**src/rtl/pc_ctrl_pkg.sv**
```systemverilog
// Shared codes and state enumeration for the PC-source sequencer.
package pc_ctrl_pkg;

  localparam logic [2:0] RK_SEQ  = 3'd0;
  localparam logic [2:0] RK_BEQ  = 3'd1;
  localparam logic [2:0] RK_BNE  = 3'd2;
  localparam logic [2:0] RK_JUMP = 3'd3;
  localparam logic [2:0] RK_JR   = 3'd4;
  localparam logic [2:0] RK_RTE  = 3'd5;

  localparam logic [2:0] PCS_PLUS4  = 3'd0;
  localparam logic [2:0] PCS_BRANCH = 3'd1;
  localparam logic [2:0] PCS_JUMP   = 3'd2;
  localparam logic [2:0] PCS_REG    = 3'd3;
  localparam logic [2:0] PCS_VEC    = 3'd4;
  localparam logic [2:0] PCS_EPC    = 3'd5;

  localparam logic [1:0] CAUSE_OPCODE = 2'd0;
  localparam logic [1:0] CAUSE_OVF    = 2'd1;
  localparam logic [1:0] CAUSE_DIV0   = 2'd2;

  typedef enum logic [2:0] {
    IDLE     = 3'd0,
    COMMIT   = 3'd1,
    BRANCH   = 3'd2,
    EXC_EPC  = 3'd3,
    EXC_RD   = 3'd4,
    EXC_LOAD = 3'd5
  } state_t;

  // One vector byte per cause, laid out consecutively from the base.
  function automatic logic [7:0] vec_address(input logic [7:0] base, input logic [1:0] cause);
    return base + {6'd0, cause};
  endfunction

endpackage

```
**src/rtl/pc_source_ctrl_if.sv**
```systemverilog
// Request/response bundle between the main control unit and the PC-source sequencer.
interface pc_source_ctrl_if;
  import pc_ctrl_pkg::*;

  logic       req;
  logic [2:0] req_kind;
  logic       alu_zero;
  logic       exc_opcode;
  logic       exc_ovf;
  logic       exc_div0;
  logic       busy;
  logic       done;
  logic [2:0] pc_source;
  logic       pc_write;
  logic       epc_write;
  logic       vec_rd;
  logic [7:0] vec_addr;
  logic [1:0] exc_cause;

  modport master (
    output req, req_kind, alu_zero, exc_opcode, exc_ovf, exc_div0,
    input  busy, done, pc_source, pc_write, epc_write, vec_rd, vec_addr, exc_cause
  );

  modport slave (
    input  req, req_kind, alu_zero, exc_opcode, exc_ovf, exc_div0,
    output busy, done, pc_source, pc_write, epc_write, vec_rd, vec_addr, exc_cause
  );
endinterface

```
**src/rtl/pc_ctrl_wait_cnt.sv**
```systemverilog
// Loadable 4-bit down-counter with zero flag; times the exception-vector read.
module pc_ctrl_wait_cnt (
  input  logic       clk,
  input  logic       reset,
  input  logic       load,
  input  logic [3:0] load_val,
  input  logic       dec,
  output logic [3:0] cnt,
  output logic       zero
);

  always_ff @(posedge clk) begin
    if (!reset)
      cnt <= 4'd0;
    else if (load)
      cnt <= load_val;
    else if (dec && (cnt != 4'd0))
      cnt <= cnt - 4'd1;
  end

  assign zero = (cnt == 4'd0);

endmodule

```
**src/rtl/pc_source_ctrl.sv**
```systemverilog
// Per-instruction PC-source/PC-write sequencer with exception entry.
// Optional taken-branch counter enabled by defining BRANCH_STATS_EN.
module pc_source_ctrl
  import pc_ctrl_pkg::*;
#(
  parameter int         MEM_LAT  = 2,       // 1..15
  parameter logic [7:0] VEC_BASE = 8'd253
) (
  input  logic              clk,
  input  logic              reset,
  pc_source_ctrl_if.slave   bus
`ifdef BRANCH_STATS_EN
  ,
  output logic [15:0]       br_taken_cnt
`endif
);

  localparam logic [3:0] WAIT_LOAD = 4'(MEM_LAT - 1);

  state_t     state, state_nx;
  logic [2:0] sel_q, sel_nx;
  logic       bne_q, bne_nx;
  logic [1:0] cause_q, cause_nx;
  logic [7:0] vaddr_q;
  logic       vaddr_ld;
  logic       cnt_load, cnt_dec;
  logic [3:0] cnt;
  logic       cnt_zero;

  logic       busy, done, pc_write, epc_write, vec_rd;
  logic [2:0] pc_source;

  pc_ctrl_wait_cnt u_wait (
    .clk      (clk),
    .reset    (reset),
    .load     (cnt_load),
    .load_val (WAIT_LOAD),
    .dec      (cnt_dec),
    .cnt      (cnt),
    .zero     (cnt_zero)
  );

  always_ff @(posedge clk) begin
    if (!reset) begin
      state   <= IDLE;
      cause_q <= CAUSE_OPCODE;
    end else begin
      state   <= state_nx;
      cause_q <= cause_nx;
    end
  end

  // Datapath-side latches: only meaningful once the FSM has selected them.
  always_ff @(posedge clk) begin
    sel_q <= sel_nx;
    bne_q <= bne_nx;
    if (vaddr_ld)
      vaddr_q <= vec_address(VEC_BASE, cause_q);
  end

  always_comb begin
    state_nx  = state;
    sel_nx    = sel_q;
    bne_nx    = bne_q;
    cause_nx  = cause_q;
    cnt_load  = 1'b0;
    cnt_dec   = 1'b0;
    vaddr_ld  = 1'b0;
    busy      = 1'b1;
    done      = 1'b0;
    pc_source = PCS_PLUS4;
    pc_write  = 1'b0;
    epc_write = 1'b0;
    vec_rd    = 1'b0;
    unique case (state)
      IDLE: begin
        busy = 1'b0;
        if (bus.req) begin
          // Illegal kinds 6/7 are folded into the invalid-opcode exception.
          if (bus.exc_opcode || (bus.req_kind > RK_RTE)) begin
            cause_nx = CAUSE_OPCODE;
            state_nx = EXC_EPC;
          end else if (bus.exc_ovf) begin
            cause_nx = CAUSE_OVF;
            state_nx = EXC_EPC;
          end else if (bus.exc_div0) begin
            cause_nx = CAUSE_DIV0;
            state_nx = EXC_EPC;
          end else begin
            case (bus.req_kind)
              RK_SEQ:  begin sel_nx = PCS_PLUS4; state_nx = COMMIT; end
              RK_JUMP: begin sel_nx = PCS_JUMP;  state_nx = COMMIT; end
              RK_JR:   begin sel_nx = PCS_REG;   state_nx = COMMIT; end
              RK_RTE:  begin sel_nx = PCS_EPC;   state_nx = COMMIT; end
              RK_BEQ:  begin bne_nx = 1'b0;      state_nx = BRANCH; end
              RK_BNE:  begin bne_nx = 1'b1;      state_nx = BRANCH; end
              default: begin cause_nx = CAUSE_OPCODE; state_nx = EXC_EPC; end
            endcase
          end
        end
      end
      COMMIT: begin
        pc_source = sel_q;
        pc_write  = 1'b1;
        done      = 1'b1;
        state_nx  = IDLE;
      end
      BRANCH: begin
        pc_source = PCS_BRANCH;
        pc_write  = bne_q ? !bus.alu_zero : bus.alu_zero;
        done      = 1'b1;
        state_nx  = IDLE;
      end
      EXC_EPC: begin
        epc_write = 1'b1;
        cnt_load  = 1'b1;
        vaddr_ld  = 1'b1;
        state_nx  = EXC_RD;
      end
      EXC_RD: begin
        vec_rd = 1'b1;
        if (cnt_zero)
          state_nx = EXC_LOAD;
        else
          cnt_dec = 1'b1;
      end
      EXC_LOAD: begin
        pc_source = PCS_VEC;
        pc_write  = 1'b1;
        done      = 1'b1;
        state_nx  = IDLE;
      end
      default: state_nx = IDLE;
    endcase
  end

  assign bus.busy      = busy;
  assign bus.done      = done;
  assign bus.pc_source = pc_source;
  assign bus.pc_write  = pc_write;
  assign bus.epc_write = epc_write;
  assign bus.vec_rd    = vec_rd;
  assign bus.vec_addr  = vaddr_q;
  assign bus.exc_cause = cause_q;

`ifdef BRANCH_STATS_EN
  always_ff @(posedge clk) begin
    if (!reset)
      br_taken_cnt <= 16'd0;
    else if ((state == BRANCH) && pc_write && (br_taken_cnt != 16'hFFFF))
      br_taken_cnt <= br_taken_cnt + 16'd1;
  end
`endif

endmodule
```
**src/flat_wrapper.sv**
```systemverilog
// flat-port wrapper written by rule: the top's interface ports become plain ports
module pc_source_ctrl_flat import pc_ctrl_pkg::*;
#(
  parameter int         MEM_LAT  = 2,               
  parameter logic [7:0] VEC_BASE = 8'd253
)
  (clk, reset, bus_req, bus_req_kind, bus_alu_zero, bus_exc_opcode, bus_exc_ovf, bus_exc_div0, bus_busy, bus_done, bus_pc_source, bus_pc_write, bus_epc_write, bus_vec_rd, bus_vec_addr, bus_exc_cause);
  pc_source_ctrl_if bus_i ();
  input  logic clk;
  input  logic reset;
  input wire logic [$bits(bus_i.req)-1:0] bus_req;
  input wire logic [$bits(bus_i.req_kind)-1:0] bus_req_kind;
  input wire logic [$bits(bus_i.alu_zero)-1:0] bus_alu_zero;
  input wire logic [$bits(bus_i.exc_opcode)-1:0] bus_exc_opcode;
  input wire logic [$bits(bus_i.exc_ovf)-1:0] bus_exc_ovf;
  input wire logic [$bits(bus_i.exc_div0)-1:0] bus_exc_div0;
  output wire logic [$bits(bus_i.busy)-1:0] bus_busy;
  output wire logic [$bits(bus_i.done)-1:0] bus_done;
  output wire logic [$bits(bus_i.pc_source)-1:0] bus_pc_source;
  output wire logic [$bits(bus_i.pc_write)-1:0] bus_pc_write;
  output wire logic [$bits(bus_i.epc_write)-1:0] bus_epc_write;
  output wire logic [$bits(bus_i.vec_rd)-1:0] bus_vec_rd;
  output wire logic [$bits(bus_i.vec_addr)-1:0] bus_vec_addr;
  output wire logic [$bits(bus_i.exc_cause)-1:0] bus_exc_cause;
  assign bus_i.req = bus_req;
  assign bus_i.req_kind = bus_req_kind;
  assign bus_i.alu_zero = bus_alu_zero;
  assign bus_i.exc_opcode = bus_exc_opcode;
  assign bus_i.exc_ovf = bus_exc_ovf;
  assign bus_i.exc_div0 = bus_exc_div0;
  assign bus_busy = bus_i.busy;
  assign bus_done = bus_i.done;
  assign bus_pc_source = bus_i.pc_source;
  assign bus_pc_write = bus_i.pc_write;
  assign bus_epc_write = bus_i.epc_write;
  assign bus_vec_rd = bus_i.vec_rd;
  assign bus_vec_addr = bus_i.vec_addr;
  assign bus_exc_cause = bus_i.exc_cause;
  pc_source_ctrl #(.MEM_LAT(MEM_LAT), .VEC_BASE(VEC_BASE)) u_core (.clk(clk), .reset(reset), .bus(bus_i));
endmodule
```
**config.mk**
```make
export PLATFORM = sky130hd
export DESIGN_NAME = pc_source_ctrl_flat
export DESIGN_NICKNAME = d
export VERILOG_FILES = /design/src/rtl/pc_ctrl_pkg.sv /design/src/rtl/pc_source_ctrl_if.sv /design/src/rtl/pc_ctrl_wait_cnt.sv /design/src/rtl/pc_source_ctrl.sv /design/src/flat_wrapper.sv
export SDC_FILE = /design/constraint.sdc
export NUM_CORES = 1
export LEC_CHECK = 0
export ABC_AREA = 1
export CAP_MARGIN = 30
export CELL_PAD_IN_SITES_DETAIL_PLACEMENT = 0
export CELL_PAD_IN_SITES_GLOBAL_PLACEMENT = 1
export CORE_MARGIN = 2
export CORE_UTILIZATION = 32
export CTS_CLUSTER_DIAMETER = 60
export DETAILED_ROUTE_END_ITERATION = 8
export PLACE_DENSITY_LB_ADDON = 0.2
export SLEW_MARGIN = 20
export SYNTH_ARGS = -nofsm -noshare
export SYNTH_HDL_FRONTEND = slang
export SYNTH_SLANG_ARGS = --single-unit
```
**constraint.sdc**
```tcl
create_clock -name clk -period 1.32 [get_ports clk]
set_input_delay 0.396 -clock clk [delete_from_list [all_inputs] [get_ports clk]]
set_output_delay 0.396 -clock clk [all_outputs]
set_load 0.005 [all_outputs]
```
==> results of run 1 <==
cell usage in the layout, fill, tap and decap left out, types with 2 or more instances in the layout:
master | netlist | final
inv_2 | 8 | 8
nand2_2 | 2 | 6
buf_6 | 0 | 17
dfxtp_1 | 9 | 3
nand3_1 | 7 | 3
clkdlybuf4s15_1 | 0 | 2
nand2_1 | 25 | 19
dlymetal6s2s_1 | 0 | 2
clkdlybuf4s50_1 | 0 | 3
nor2_1 | 17 | 13
a21oi_2 | 0 | 4
inv_4 | 0 | 3
buf_2 | 0 | 7
nor3_4 | 0 | 2
nand2_4 | 1 | 3
nor2_4 | 3 | 6
ha_1 | 2 | 2
buf_4 | 5 | 22
a21oi_1 | 8 | 4
edfxtp_1 | 7 | 7
nand3_2 | 2 | 5
dfxtp_2 | 0 | 5
inv_1 | 15 | 11
clkbuf_4 | 0 | 3
dlygate4sd2_1 | 0 | 6
cells in the mapped netlist (all sizes together):
cell     n  share of area
inv     23          0.092
clkinv   1         0.0053
nor3     3          0.027
a21oi    8          0.042
nand3    9          0.058
buf      5          0.040
and3     1         0.0066
o31ai    1         0.0080
o21ai    3          0.016
nand2   28           0.12
ha       2          0.027
dfxtp    9           0.19
nor2    21           0.12
edfxtp   7           0.22
nand4    1         0.0066
o21a     1         0.0080
through the flow:
stage | setup slack (ps) | hold slack, ps | instance area, sq um | cells | power [mW]
2_1_floorplan | 89.7 | 453 | 942 | 123 | 0.710
6_report | -204 | 469 | 1640 | 213 | 1.28
3_3_place_gp | -736 | 467 | 1400 | 201 | 0.899
4_1_cts | -217 | 489 | 1570 | 214 | 1.25
3_5_place_dp | -763 | 477 | 1400 | 201 | 0.904
5_1_grt | -299 | 502 | 1640 | 213 | 1.36
worst min-delay path by stage:
stage | end | slack (ps) | cells past startpoint
after CTS | u_core.u_wait.cnt[1] | 490 | 2
after floorplan | u_core.bus.exc_cause[1] | 450 | 2
after global placement | u_core.u_wait.cnt[3] | 470 | 2
final | u_core.bus.exc_cause[0] | 470 | 4
after global routing | u_core.bus.exc_cause[0] | 500 | 4
after detailed placement | u_core.u_wait.cnt[1] | 480 | 2
cell families after synthesis:
family                     Yosys count  share of synthesized area
AOI/OAI and AO/OA                   13                     0.0744
adders and majority gates            2                     0.0266
buffers and inverters               29                      0.137
DFF                                 16                      0.414
and+or+nand+nor                     63                      0.348
report_power, final:
group | switching, mW | internal (mW) | total [mW] | leakage [nW]
combinational | 0.200 | 0.217 | 0.417 | 0.612
sequential | 0.0132 | 0.535 | 0.548 | 0.143
clock | 0.148 | 0.168 | 0.316 | 0.0210
worst register-to-register path, delay by kind of cell, from the launching register on:
kind          cells  cell delay [ps]
simple gates      4              420
flops             1              380
buf+inv           3              300
registers in the layout, summed over array words and instances, names as in the netlist:
name / cells
u_core.bne_q: 1
u_core.bus.exc_cause: 2
u_core.bus.vec_addr: 3
u_core.sel_q: 3
u_core.state: 3
u_core.u_wait.cnt: 4
routing by layer:
metal,part of all wire,track usage,wire [um]
met5,0,0,0
met4,0.0077,0.0399,17
met3,0.057,0.0313,126
met2,0.50,0.241,1100
met1,0.43,0.172,955
final cells by class:
type	count	area [sq um]	area share
multi-input cells	78	532	0.325
inverters	24	104	0.0635
clock buffers	4	36.3	0.0222
repair buffers	60	524	0.321
flip-flops and latches	16	400	0.245
well taps	31	38.8	0.0237
timing repair:
action,in CTS,in global routing
buffers inserted,10,1
resized for setup,100,28
pin swaps,11,17
setup endpoints to repair,23,31
==> impl_results.md, run 1 <==
* Status: finished, violations left
* Final net count at 195
* Worst slew pin tran at 280 ps
* Io pins at 28
* Worst Hold Class: in2reg
* Fin Setup TNS at -2030 ps
* Tmin final at 1520 ps
* CP cell instances: nand2_1 > inv_1 > o31ai_1 > buf_2
* Initial antenna violation count at 0
* Max-cap violations at 0
* Clock root cell: clkbuf_4
* HP Start: bus_exc_opcode
* Final setup violation count at 16
* Number of global-route vias before repair at 923
* R2R setup slack at -80 ps
* Die footprint at 3390 sq um
* Starting Density at 0.339
* Post-Route WL at 2200 um
* Core ar. at 2780 sq um
* Clk_lat worst skew at 280 ps
* Syn-to-layout area delta at 73.6%
* CTS tree: done
* R2r startpoint: u_core.state[1]
* Drt wl/cell at 10.3 um
* CP max stage delay at 410 ps
* Cts hold-fix bufs at 0
* Max_slew headroom at 0.813
* N_diodes at 0
* Crit-path leading delay family: flip-flops
* Worst reg2reg endpoint: u_core.sel_q[1]
* Filler Cell Count at 275
* Die Span Y at 58.3 um
* Row count at 19
* Final WS setup at -204 ps
* Clk pin slew, worst setup/hold paths at 90 ps
* Cell Pwr Density at 784 nW/um^2
* Num CTS Buffers at 3
* Global placement routability congestion at 0.723
* Post-DP HPWL at 1650 um
* Crit path from: u_core.bne_q
* Via count at 950
* Syn avg cell area at 7.66 sq um
* CP max FO at 2
* Yosys cell types at 24
* Fin. max-slew vios at 0
* Sequential share of the synthesized area at 0.414
* Core Util, Final at 0.588
* Clock Skew at 4.08 ps
* Ys Warns at 0
* Worst r2r path cells at 7
* Fmax at 656 MHz
* Chip Width at 58.3 um
* Post-Syn Instances at 123
* CTS sink count at 16
* GRT overflow at 0
* RSZ-0062 raised after global routing: true
* Vias/cell at 4.46
* Critical path buffer and inverter count at 2
* First-pass GRT wire length at 3660 um
* Worst Setup End Kind: primary output
* Largest net degree at the start of global routing at 10
* H-tree levels at 1
* Leakage at 0.776 nW
* CP Data Required Time at 920 ps
* Cell Area, Synth at 942 sq um
* CP max stage cell: edfxtp_1
* Crit Path Class: reg2out
* Critical path launch point type: register
* Crit share post-route at 1.15
* Fraction of layout cells with a size suffix above 1 at 0.549
* DR pass1 iterations at 4
* Failing checks: setup timing
* # DRC at 0
* # port buffers at 27
* Hold Violations, Final at 0
* Net Count, Synth at 135
* WP depth at 4
* DR iter-0 viols at 7
* Clk buf depth at 2
* Max VDD drop at 0.000585 V
* CP endpoint: bus_pc_write
* Total Routing Usage GR at 0.139
* Worst Path Arrival at 1130 ps
* Synth Register Bits at 16
* Detail Route Antenna Nets at 0
No activity file was read; power rests on OpenSTA's default activity.
==> inputs of run 2 (changes only) <==
- CAP_MARGIN: 30 -> unset
- CORE_ASPECT_RATIO: unset -> 1.1
- MAX_ROUTING_LAYER: unset -> met4
==> run 2 against run 1 <==
  * The run still ends with setup timing left
  * Sequential share of layout area shrank 0.50 points
  * Die area is essentially flat
  * Sequential power about the same
  * Cell count grew 0.94%
  * First-iteration DRC count is 14% higher
  * Fmax decreased by 1.2%
  * Total power up 2.6%
  * Design area up 2.1%
  * Routed wire length up 1.9%
  * Worst hold slack worse by 3.4 ps
  * Register-to-register slack barely moved
  * Critical path type unchanged
==> impl_results.md, run 2 (same netlist as run 1, synthesis figures left out) <==
* Status: finished, violations left
* Failing checks: setup timing
* Grt met1 use at 0.140 (-0.0322)
* Critical path launch point type: register
* N_diodes at 0 (unchanged)
* Number of global-route vias before repair at 930 (+0.76%)
* CP endpoint: bus_pc_write
* CP max FO at 2 (unchanged)
* CP max stage delay at 400 ps (about the same)
* CTS sink count at 16 (unchanged)
* Largest net degree at the start of global routing at 10 (unchanged)
* Flop pwr share at 0.417 (-0.011)
* Worst Path Arrival at 1150 ps (+20 ps)
* Chip Width at 55.7 um (-4.3%)
* Crit Path Class: reg2out
* Row count at 20 (+1)
* Number of flip-flops in the largest register at 4 (unchanged)
* GRT overflow at 0 (unchanged)
* Worst Hold Class: in2reg
* Global placement routability congestion at 0.809 (+12%)
* # port buffers at 27 (unchanged)
* Syn-to-layout area delta at 77.2%
* First-pass GRT wire length at 3640 um (-0.38%)
* Most Crowded Layer GR: met2
* Hold Violations, Final at 0 (unchanged)
* Final WS setup at -222 ps (-17.8 ps)
* Num CTS Buffers at 3 (unchanged)
* Core ar. at 2780 sq um (-0.14%)
* Clk pin slew, worst setup/hold paths at 100 ps (about the same)
* Detail Route Antenna Nets at 0 (unchanged)
* DR iter-0 viols at 8 (+1)
* Post-Route WL at 2240 um (+1.9%)
* Final net count at 195 (unchanged)
* Leakage at 0.778 nW (+0.30%)
* Io pins at 28 (unchanged)
* Most common cell after layout, fill and taps aside: buf_4
* Worst reg2reg endpoint: u_core.sel_q[1]
* Fraction of layout cells with a size suffix above 1 at 0.582 (+0.0330)
* Core Util, Final at 0.601 (+0.0130)
* Filler Cell Count at 259 (-5.8%)
* Most frequent cells in the layout: 21 x buf_4, 16 x buf_6, 14 x nand2_1, 12 x inv_1, 11 x nor2_1
* Starting Density at 0.339 (+0.000458)
* Crit path from: u_core.bne_q
* Critical path buffer and inverter count at 2 (unchanged)
* R2r startpoint: u_core.state[1]
* Logic pwr share at 0.337 (+0.011)
* Via count at 969 (+2.0%)
* CP max stage cell: edfxtp_1
* Met3 Use GR at 0.0277 (-0.00353)
* Final setup violation count at 17 (+1)
* Post-DP HPWL at 1630 um (-0.78%)
* WP depth at 4 (unchanged)
* Cts hold-fix bufs at 0 (unchanged)
* Vias/cell at 4.51 (+1.1%)
* Clock root cell: clkbuf_4
* CP cell instances: nand2_1 > inv_1 > o31ai_1 > buf_2
* Clk buf depth at 2 (unchanged)
* H-tree levels at 1 (unchanged)
* Die Span Y at 60.9 um (+4.5%)
* NetSw at 381 uW (+5.2%)
* Clk_lat worst skew at 280 ps (about the same)
* Worst r2r path cells at 7 (unchanged)
* Die footprint at 3390 sq um (about the same)
* R2R setup slack at -80 ps (about the same)
* Fmax at 648 MHz (-1.2%)
* Initial antenna violation count at 0 (unchanged)
* Pint at 935 uW (+1.6%)
* Fin. max-slew vios at 0 (unchanged)
* CP Data Required Time at 920 ps (about the same)
* Clock Skew at 10.0 ps (+5.95 ps)
* Cell Pwr Density at 788 nW/um^2 (+0.56%)
* Post-Layout Inst Area at 1670 sq um (+2.1%)
* Crit share post-route at 1.17 (+0.0135)
* Drt wl/cell at 10.4 um (+0.96%)
* Max-cap violations at 0 (unchanged)
* # DRC at 0 (unchanged)
* Max VDD drop at 0.000418 V (-29%)
* Biggest register: u_core.u_wait.cnt
* RSZ-0062 raised after global routing: true
* Tmin final at 1540 ps (+17.8 ps)
* DR pass1 iterations at 4 (unchanged)
* Worst Setup End Kind: primary output
* Clk pwr share at 0.246 (about the same)
* Sw Share at 0.289 (+0.00702)
* Total Routing Usage GR at 0.143 (+0.00406)
* Max_slew headroom at 0.830 (+0.0173)
* Met2 Usage GRT at 0.279 (+0.0381)
* Area post-placement at 1400 sq um (+0.18%)
* Crit-path leading delay family: flip-flops
* Worst slew pin tran at 254 ps (-25.9 ps)
* CTS tree: done
[run 2: cell types whose count changed in the layout (fill, tap and decap cells not counted), sizes merged]
cell	change
clkdlybuf4s50	+1
dlymetal6s2s	-1
[run 2: repair_timing]
| item | in CTS | in global routing |
|---|---|---|
| endpoints found under the setup margin | 24 | 31 |
| buffers inserted | 11 | 1 |
| resized for setup | 105 | 33 |
| pin swaps | 11 | 11 |
[run 2: metrics by stage]
stage          std cells  total power, mW  hold slack, ps  setup TNS [ps]  setup WS, ps
2_1_floorplan        123            0.710             453               0          89.7
3_3_place_gp         203            0.900             467           -5780          -735
3_5_place_dp         203            0.904             487           -6420          -765
4_1_cts              218             1.28             496           -2450          -233
5_1_grt              215             1.39             487           -3210          -308
6_report             215             1.32             465           -2020          -222
[run 2: worst min path at each step]
stage,startpoint,to,cells past startpoint
after detailed placement,u_core.u_wait.cnt[1],u_core.u_wait.cnt[1],2
final,bus_exc_opcode,u_core.bus.exc_cause[0],4
after floorplan,u_core.bus.exc_cause[1],u_core.bus.exc_cause[1],2
after global routing,bus_exc_opcode,u_core.bus.exc_cause[0],4
after global placement,u_core.u_wait.cnt[3],u_core.u_wait.cnt[3],2
after CTS,u_core.u_wait.cnt[1],u_core.u_wait.cnt[1],2
[run 2: metal layers]
| metal | vias up | wire (um) |
|---|---|---|
| met5 | - | 0 |
| met4 | 0 | 17 |
| met3 | 2 | 110 |
| met2 | 26 | 1230 |
| met1 | 438 | 879 |
| li1 | 503 | - |
[run 2: tightest hold or removal path: stages]
cell and delay, ps:
dlymetal6s2s_1 120, a21oi_1 80, nand3_4 80, a21oi_2 40
[run 2: layout make-up]
cell class | count | area, sq um | area share
Multi-Input combinational cell | 78 | 564 | 0.338
Timing Repair Buffer | 60 | 523 | 0.313
Sequential cell | 16 | 400 | 0.240
Inverter | 24 | 104 | 0.0622
Tap cell | 33 | 41.3 | 0.0247
Clock buffer | 4 | 36.3 | 0.0217
[run 2: power by group through the flow]
stage          clock network (mW)  logic [mW]  registers [mW]
2_1_floorplan                   0       0.150           0.560
3_3_place_gp                    0       0.346           0.554
3_5_place_dp                    0       0.349           0.555
4_1_cts                     0.333       0.400           0.548
5_1_grt                     0.354       0.483           0.550
6_report                    0.324       0.443           0.548
==> inputs of run 3 (changes only) <==
- CORE_UTILIZATION: 32 -> 34
- CTS_BUF_LIST: unset -> sky130_fd_sc_hd__clkbuf_2 sky130_fd_sc_hd__clkbuf_4 sky130_fd_sc_hd__clkbuf_8
==> run 3 against run 2 <==
  * The flow still finishes with violations (setup timing)
  * Register-to-register slack lost 50 ps
  * Total power shrank 4.5%
  * Routed wire length grew 1.6%
  * Sequential cell count is the same
  * Worst hold slack gained 22 ps
  * Critical path type unchanged
  * Largest power group unchanged
  * Highest routed layer unchanged
==> impl_results.md, run 3 (same netlist as run 1, synthesis figures left out) <==
* Largest net degree at the start of global routing at 10 (unchanged)
* Clock root cell: clkbuf_4
* DP Cell Count at 201 (-0.99%)
* Number of flip-flops in the largest register at 4 (unchanged)
* Detail Route Antenna Nets at 0 (unchanged)
* Hold Violations, Final at 0 (unchanged)
* NetSw at 371 uW (-2.5%)
* Via count at 959 (-1.0%)
* # DRC at 0 (unchanged)
* CTS tree: done
* Crit Path Class: reg2out
* Chip Width at 54.2 um (-2.8%)
* First-pass GRT wire length at 3770 um (+3.4%)
* Fin Setup TNS at -2030 ps (-9.72 ps)
* GRT overflow at 0 (unchanged)
* Failing checks: setup timing
* Fraction of layout cells with a size suffix above 1 at 0.539 (-0.0431)
* Crit share post-route at 1.17 (about the same)
* Status: finished, violations left
* Biggest register: u_core.u_wait.cnt
* Worst Setup End Kind: primary output
* Core ar. at 2700 sq um (-2.7%)
* Total Routing Usage GR at 0.166 (+0.0228)
* Clock Skew at 7.02 ps (-3.01 ps)
* Io pins at 28 (unchanged)
* Most frequent cells in the layout: 19 x buf_4, 17 x nand2_1, 14 x buf_6, 12 x inv_1, 11 x nor2_1
* Starting Density at 0.349 (+0.00942)
* Clk buf depth at 2 (unchanged)
* RSZ-0062 raised after global routing: true
* Drt wl/cell at 10.8 um (+3.5%)
* Final WS setup at -222 ps (+0.291 ps)
* Clk pin slew, worst setup/hold paths at 100 ps (about the same)
* Worst Hold Class: reg2reg
* Final setup violation count at 18 (+1)
* Final net count at 191 (-2.1%)
* CP Data Required Time at 920 ps (about the same)
* Initial antenna violation count at 0 (unchanged)
* CTS sink count at 16 (unchanged)
* N_diodes at 0 (unchanged)
* Max_slew headroom at 0.840 (+0.00980)
* DR iter-0 viols at 8 (unchanged)
* Fmax at 649 MHz (about the same)
* Most common cell after layout, fill and taps aside: buf_4
* Clk pwr share at 0.231 (-0.015)
* Max-cap violations at 0 (unchanged)
* Die footprint at 3210 sq um (-5.5%)
* Clk_lat worst skew at 280 ps (about the same)
* Die Span Y at 59.2 um (-2.8%)
* Num CTS Buffers at 3 (unchanged)
* Sw Share at 0.295 (+0.00606)
* Cell Pwr Density at 794 nW/um^2 (+0.74%)
* Max VDD drop at 0.000555 V (+33%)
* Critical path launch point type: register
* # port buffers at 27 (unchanged)
* Post-DP HPWL at 1750 um (+7.3%)
* Number of global-route vias before repair at 934 (+0.43%)
* Tmin final at 1540 ps (-0.291 ps)
* Leakage at 0.737 nW (-5.3%)
* CP max FO at 2 (unchanged)
* Logic pwr share at 0.330 (-0.007)
* Post-Route WL at 2280 um (+1.6%)
* Fin. max-slew vios at 0 (unchanged)
* Worst Path Arrival at 1150 ps (about the same)
* Vias/cell at 4.55 (+0.84%)
* Pint at 885 uW (-5.4%)
* Cts hold-fix bufs at 0 (unchanged)
* DR pass1 iterations at 2 (-2)
* Global placement routability congestion at 0.778 (-3.8%)
* Syn-to-layout area delta at 67.9%
* Flop pwr share at 0.438 (+0.021)
* Row count at 20 (unchanged)
* Filler Cell Count at 260 (+0.39%)
* Worst slew pin tran at 239 ps (-14.6 ps)
* Fin cells at 211 (-1.9%)
* H-tree levels at 1 (unchanged)
[run 3: power by group through the flow]
| stage | logic, mW | registers (mW) | clock network, mW |
|---|---|---|---|
| final | 0.415 | 0.550 | 0.290 |
| after global routing | 0.452 | 0.553 | 0.327 |
| after CTS | 0.392 | 0.549 | 0.300 |
| after detailed placement | 0.346 | 0.557 | 0 |
| after global placement | 0.340 | 0.556 | 0 |
| after floorplan | 0.150 | 0.560 | 0 |
[run 3: what timing repair did]
action                     CTS  global route
setup endpoints to repair   23            26
resized for setup           91            30
setup buffers                7             1
pin swaps                   11             9
[run 3: final timing paths]
| path | startpoint | end | slack [ps] | cells past startpoint |
|---|---|---|---|---|
| max | u_core.bne_q | bus_pc_write | -220 | 4 |
| min | u_core.u_wait.cnt[1] | u_core.u_wait.cnt[1] | 490 | 2 |
| max reg2reg | u_core.state[2] | u_core.sel_q[1] | -130 | 8 |
| min reg2reg | u_core.u_wait.cnt[1] | u_core.u_wait.cnt[1] | 490 | 2 |
[run 3: critical path: stages (launching register included)]
cell	delay [ps]
edfxtp_1	410
nand2_1	70
inv_1	30
o31ai_1	210
buf_2	140
[run 3: per-stage QoR]
stage               power, mW  utilization  hold slack (ps)  instance area, sq um  setup WS [ps]
floorplan               0.710            -              453                   942           89.7
global placement        0.897        0.514              452                  1390           -735
detailed placement      0.903        0.514              454                  1390           -755
CTS                      1.24        0.570              489                  1540           -243
global route             1.33        0.585              507                  1580           -294
finish                   1.26        0.585              487                  1580           -222
[run 3: routing by layer]
| metal | vias to the layer above | GRT usage | wire [um] |
|---|---|---|---|
| li1 | 498 | - | - |
| met1 | 449 | 0.177 | 867 |
| met2 | 10 | 0.306 | 1350 |
| met3 | 2 | 0.0152 | 34 |
| met4 | 0 | 0.0643 | 22 |
| met5 | - | - | 0 |
[run 3: layout make-up]
class,instances,area [sq um],area share
inverters,24,104,0.0657
repair buffers,56,473,0.299
multi-input cells,78,532,0.336
clock buffers,4,30.0,0.0190
well taps,33,41.3,0.0261
flip-flops and latches,16,402,0.254
